File: config.mk
export PLATFORM = sky130hd
export DESIGN_NAME = spi_tx_queue
export DESIGN_NICKNAME = d
export VERILOG_FILES = /design/src/rtl/spi_tx_queue.sv
export SDC_FILE = /design/constraint.sdc
export NUM_CORES = 1
export LEC_CHECK = 0
export ABC_CLOCK_PERIOD_IN_PS = 4000
export CAP_MARGIN = 20
export CORE_MARGIN = 2
export CORE_UTILIZATION = 53
export CTS_CLUSTER_DIAMETER = 200
export CTS_CLUSTER_SIZE = 24
export DETAILED_ROUTE_END_ITERATION = 8
export GPL_TIMING_DRIVEN = 0
export PLACE_DENSITY = 0.75
export SYNTH_ARGS = -nofsm -noshare
export SYNTH_HDL_FRONTEND = slang
export SYNTH_SLANG_ARGS = --single-unit
File: constraint.sdc
create_clock -name Clock -period 4 [get_ports Clock]
set_input_delay 0.6 -clock Clock [delete_from_list [all_inputs] [get_ports Clock]]
set_output_delay 0.6 -clock Clock [all_outputs]
set_load 0.02 [all_outputs]
File: src/rtl/spi_tx_queue.sv
// spi_tx_queue: word FIFO plus launch sequencer for the output-only SPI serializer.
// Words are popped one at a time into a registered TxData, announced with a one-clock
// TxStart, held until TxDone (or a timeout), then followed by a fixed idle gap.
module spi_tx_queue #(
  parameter int unsigned BITS       = 32,
  parameter int unsigned DEPTH      = 8,
  parameter int unsigned GAP_CYCLES = 4,
  parameter int unsigned TIMEOUT    = 1024
) (
  input  logic                         Clock,
  input  logic                         Reset,
  input  logic                         WrEn,
  input  logic [BITS-1:0]              WrData,
  input  logic                         ClrErr,
  input  logic                         TxDone,
  output logic                         TxStart,
  output logic [BITS-1:0]              TxData,
  output logic                         Full,
  output logic                         Empty,
  output logic [$clog2(DEPTH+1)-1:0]   Count,
  output logic                         Busy,
  output logic                         Overflow,
  output logic                         TimeoutErr
);

  localparam int unsigned AW = $clog2(DEPTH);
  localparam int unsigned CW = $clog2(DEPTH + 1);
  localparam int unsigned TW = $clog2(TIMEOUT + 1);
  // Keep the gap counter at least one bit wide so GAP_CYCLES=0 still elaborates.
  localparam int unsigned GW = (GAP_CYCLES > 0) ? $clog2(GAP_CYCLES + 1) : 1;

  typedef enum logic [1:0] {StIdle, StLaunch, StWait, StGap} state_e;

  state_e            state_q, state_d;
  logic [BITS-1:0]   mem_q [DEPTH];
  logic [AW-1:0]     wr_ptr_q, rd_ptr_q;
  logic [CW-1:0]     count_q;
  logic [BITS-1:0]   tx_data_q;
  logic              tx_start_q;
  logic [TW-1:0]     tmo_cnt_q, tmo_cnt_d;
  logic [GW-1:0]     gap_cnt_q, gap_cnt_d;
  logic              overflow_q, timeout_err_q;

  logic              full, empty, push, drop, pop, timeout_evt;

  // Full/Empty come from the registered count, so a same-cycle pop never frees a slot.
  assign full  = (count_q == CW'(DEPTH));
  assign empty = (count_q == '0);
  assign push  = WrEn && !full;
  assign drop  = WrEn && full;

  // Sequencer next state: pop on leaving idle, arm timeout in launch, gap after done.
  always_comb begin
    state_d     = state_q;
    tmo_cnt_d   = tmo_cnt_q;
    gap_cnt_d   = gap_cnt_q;
    pop         = 1'b0;
    timeout_evt = 1'b0;
    unique case (state_q)
      StIdle: begin
        if (!empty) begin
          pop     = 1'b1;
          state_d = StLaunch;
        end
      end
      StLaunch: begin
        tmo_cnt_d = TW'(TIMEOUT);
        state_d   = StWait;
      end
      StWait: begin
        if (TxDone) begin
          if (GAP_CYCLES > 0) begin
            gap_cnt_d = GW'(GAP_CYCLES - 1);
            state_d   = StGap;
          end else begin
            state_d = StIdle;
          end
        end else if (tmo_cnt_q == TW'(1)) begin
          // Last permitted cycle passed without done: drop the word, no retry.
          timeout_evt = 1'b1;
          state_d     = StIdle;
        end else begin
          tmo_cnt_d = tmo_cnt_q - TW'(1);
        end
      end
      StGap: begin
        if (gap_cnt_q == '0) begin
          state_d = StIdle;
        end else begin
          gap_cnt_d = gap_cnt_q - GW'(1);
        end
      end
      default: state_d = StIdle;
    endcase
  end

  // State, pointers, count, output data and sticky error flags.
  always_ff @(posedge Clock) begin
    if (Reset) begin
      state_q       <= StIdle;
      wr_ptr_q      <= '0;
      rd_ptr_q      <= '0;
      count_q       <= '0;
      tx_data_q     <= '0;
      tx_start_q    <= 1'b0;
      tmo_cnt_q     <= '0;
      gap_cnt_q     <= '0;
      overflow_q    <= 1'b0;
      timeout_err_q <= 1'b0;
    end else begin
      state_q    <= state_d;
      tmo_cnt_q  <= tmo_cnt_d;
      gap_cnt_q  <= gap_cnt_d;
      tx_start_q <= (state_d == StLaunch);
      count_q    <= count_q + CW'(push) - CW'(pop);
      if (push) begin
        wr_ptr_q <= wr_ptr_q + AW'(1);
      end
      if (pop) begin
        rd_ptr_q  <= rd_ptr_q + AW'(1);
        tx_data_q <= mem_q[rd_ptr_q];
      end
      // Set wins over a coincident clear.
      overflow_q    <= drop | (overflow_q & ~ClrErr);
      timeout_err_q <= timeout_evt | (timeout_err_q & ~ClrErr);
    end
  end

  // Storage array; contents need no reset since pointers and count gate every read.
  always_ff @(posedge Clock) begin
    if (push) begin
      mem_q[wr_ptr_q] <= WrData;
    end
  end

  assign TxStart    = tx_start_q;
  assign TxData     = tx_data_q;
  assign Full       = full;
  assign Empty      = empty;
  assign Count      = count_q;
  assign Busy       = (state_q != StIdle);
  assign Overflow   = overflow_q;
  assign TimeoutErr = timeout_err_q;

endmodule

==> run metrics <==
crit path to Count[3]; DIE WIDTH ~160 um; Filler Cell Count ~1600; Bufs on Longest Clock Path 3; Leakage Power roughly 4.4 nW; clk sinks between 300 and 400; register bit total from synthesis approximately 320; crit path DAT roughly 4 ns; top cells by count, synth 256 x edfxtp_1, 64 x mux4_2, 61 x dfxtp_1; DRT iter0 DRCs between 500 and 600; CP Cell Sequence inv_1 > ha_1 > nor3b_1 > nor3_1 > clkbuf_1 > clkbuf_2 > ha_1 > inv_1 > ha_1 > a21o_1 > a21oi_1 > xnor2_1 > nor2_1; reg-to-reg slack, setup 0.49 ns; Max Freq 285 MHz; Worst Clk Skew 0.0155 ns; Worst-path clk slew roughly 0.1 ns; syn avg cell area about 19 sq um; Final Max Slew Viols 0; Syn. warnings 0; Synth Cell Area 12100 sq um; global-route wire length before repair roughly 38 mm; router iterations before antenna repair 5; Initial Util 0.538; I/O pins just under 80; post-CTS sizing 0; critical path startpoint Count[2]; wire per inst between 20 and 25 um; critical path's slowest cell clkbuf_1; GRT Util Overall 0.209; most common flop cell mapped by yosys edfxtp_1; hold crit path type input pin to flip-flop; Final min period roughly 3.5 ns; Final Power about 8.8 mW; Worst-Skew Late Latency 0.51 ns; Congestion Overflow GR 0; Layout Nets 812; DP Worst Slack roughly 0.27 ns; number of max-cap violations 0; Post-DRT Antenna Nets 0; final number of setup-violating endpoints 0; worst hold path startpoint Reset; hold-fix buffers at CTS 0; share of the synthesized area in the top cell type 0.633; biggest area consumer among synthesized cells edfxtp_1; run status completed; peak fanout along the critical path 10; Final Cycle Share 0.878; count leader, synth edfxtp_1; fin worst setup slack a little under 0.5 ns; CTS tree yes; largest net degree at the start of global routing 26; H-tree depth 1; Max-Slew Margin vs Limit 0.351; Num CTS Buffers 17; RSZ-0062 raised after global routing false; Die Height approximately 160 um; WHS between 0.4 and 0.5 ns; Area Overhead vs Synth 15.7%; WP data required 4.38 ns; core area about 23000 sq um; Synth area leaders edfxtp_1 63%, mux4_2 12%, dfxtp_1 10%; Final Hold Fails 0; CP Buf/Inv Count 4; Diodes inserted 0; Reg2Reg Depth 13; clk root buf clkbuf_16; cell depth of the worst setup path 13; Worst Tran Pin Value 0.969 ns; initial antenna violation count 0; layout cells sized above 1 0.160; asr flop ratio synth 0; vias per cell around 6; RD Place Congestion 0.800; sequential area share after synthesis 0.734; CP Capture Type flip-flop; IO Port Bufs 77; Post-Synthesis Cells around 660; Synth cell types 47; Largest stage delay, worst path 0.51 ns; Net Count, Synth between 700 and 800; Post-CTS Setup Inserts 0; Post-synth EDFFs approximately 260; most frequent CP cell ha_1; vias in the first global route ~6600; Detailed Place HPWL 15.7 mm; full die area between 20000 and 25000 sq um; DRC 0; crit-path leading delay family buffers and inverters; critical path type flip-flop to flip-flop; routed vias 6347; pwr dens around 620 nW/um^2; Max VDD drop roughly 340 uV; Critical R2R Capture Count[3]; CP startpoint kind flip-flop; # rows 55; FF-to-FF Start Count[2]; drt total wl 24.9 mm
final cells by class:
| class | instances | area [sq um] | share of cell area |
|---|---|---|---|
| Inverter | 13 | 48.8 | 0.00348 |
| Sequential cell | 317 | 8910 | 0.634 |
| Timing Repair Buffer | 88 | 991 | 0.0706 |
| Buffer | 34 | 149 | 0.0106 |
| Multi-Input combinational cell | 291 | 3090 | 0.220 |
| Tap cell | 285 | 357 | 0.0254 |
| Clock inverter | 2 | 28.8 | 0.00205 |
| Clock buffer | 28 | 467 | 0.0332 |
flip-flops by register name (all words and copies together) (netlist names):
| signal | count |
|---|---|
| Count | 4 |
| Overflow | 1 |
| TimeoutErr | 1 |
| TxData | 32 |
| TxStart | 1 |
| gap_cnt_q | 3 |
| mem_q | 256 |
| rd_ptr_q | 3 |
| state_q | 2 |
| tmo_cnt_q | 11 |
| wr_ptr_q | 3 |
logic make-up (layout without fill, tap and decap cells):
group / after synthesis / in the layout / synth area share
DFF: 317 / 317 / 0.734
and+or+nand+nor: 107 / 107 / 0.0454
muxes: 99 / 99 / 0.148
AOI/OAI and AO/OA: 65 / 65 / 0.0374
buffers and inverters: 47 / 165 / 0.0162
adders and majority gates: 13 / 13 / 0.0140
xor gates and xnor gates: 7 / 7 / 0.00505
worst register-to-register path, delay by kind of cell, from the launching register on:
kind            cells  cell delay (ns)
compound gates      2             0.36
xor+xnor            1             0.14
fa+ha+maj           3             0.74
flops               1             0.34
simple gates        3             0.74
buf+inv             4             1.08
routing by layer:
layer / GRT usage / share of wire
met4: 0.0633 / 0.026
met3: 0.0340 / 0.064
met2: 0.354 / 0.50
met5: 0 / 0
met1: 0.282 / 0.41
power breakdown:
part	leakage [nW]	internal (mW)	switching (mW)	total, mW
clock	0.237	0.826	1.00	1.83
combinational	1.33	1.29	1.57	2.86
sequential	2.83	3.90	0.181	4.08
worst min-delay path by stage:
stage	end	slack, ns	depth (start not counted)
floorplan	gap_cnt_q[0]	0.45	2
global placement	tmo_cnt_q[8]	0.47	2
detailed placement	gap_cnt_q[0]	0.48	2
CTS	Count[0]	0.47	2
global route	Count[0]	0.49	2
finish	Count[0]	0.48	2
layout by cell type, fill, tap and decap left out, types with 4 or more instances in the layout:
master	instances
dfxtp_1	61
edfxtp_1	256
inv_1	13
mux4_2	64
buf_2	7
nor2b_1	6
nand2b_1	4
mux2i_1	33
nor3_1	4
ha_1	12
a21oi_1	13
clkbuf_16	17
xor2_1	5
clkbuf_1	27
nor2_4	6
buf_12	6
buf_1	8
nor2_1	49
a211oi_1	33
clkdlybuf4s50_1	77
o21ai_0	5
nand2_1	9
through the flow:
stage / cells / setup TNS, ns / instance area (sq um) / util
2_1_floorplan: 655 / 0 / 12100 / -
3_3_place_gp: 1017 / -227.78 / 13300 / 0.588
3_5_place_dp: 1028 / 0 / 13500 / 0.600
4_1_cts: 1058 / 0 / 14000 / 0.622
5_1_grt: 1058 / 0 / 14000 / 0.622
6_report: 1058 / 0 / 14000 / 0.622
Note: power is estimated with default switching activity, not from simulation.
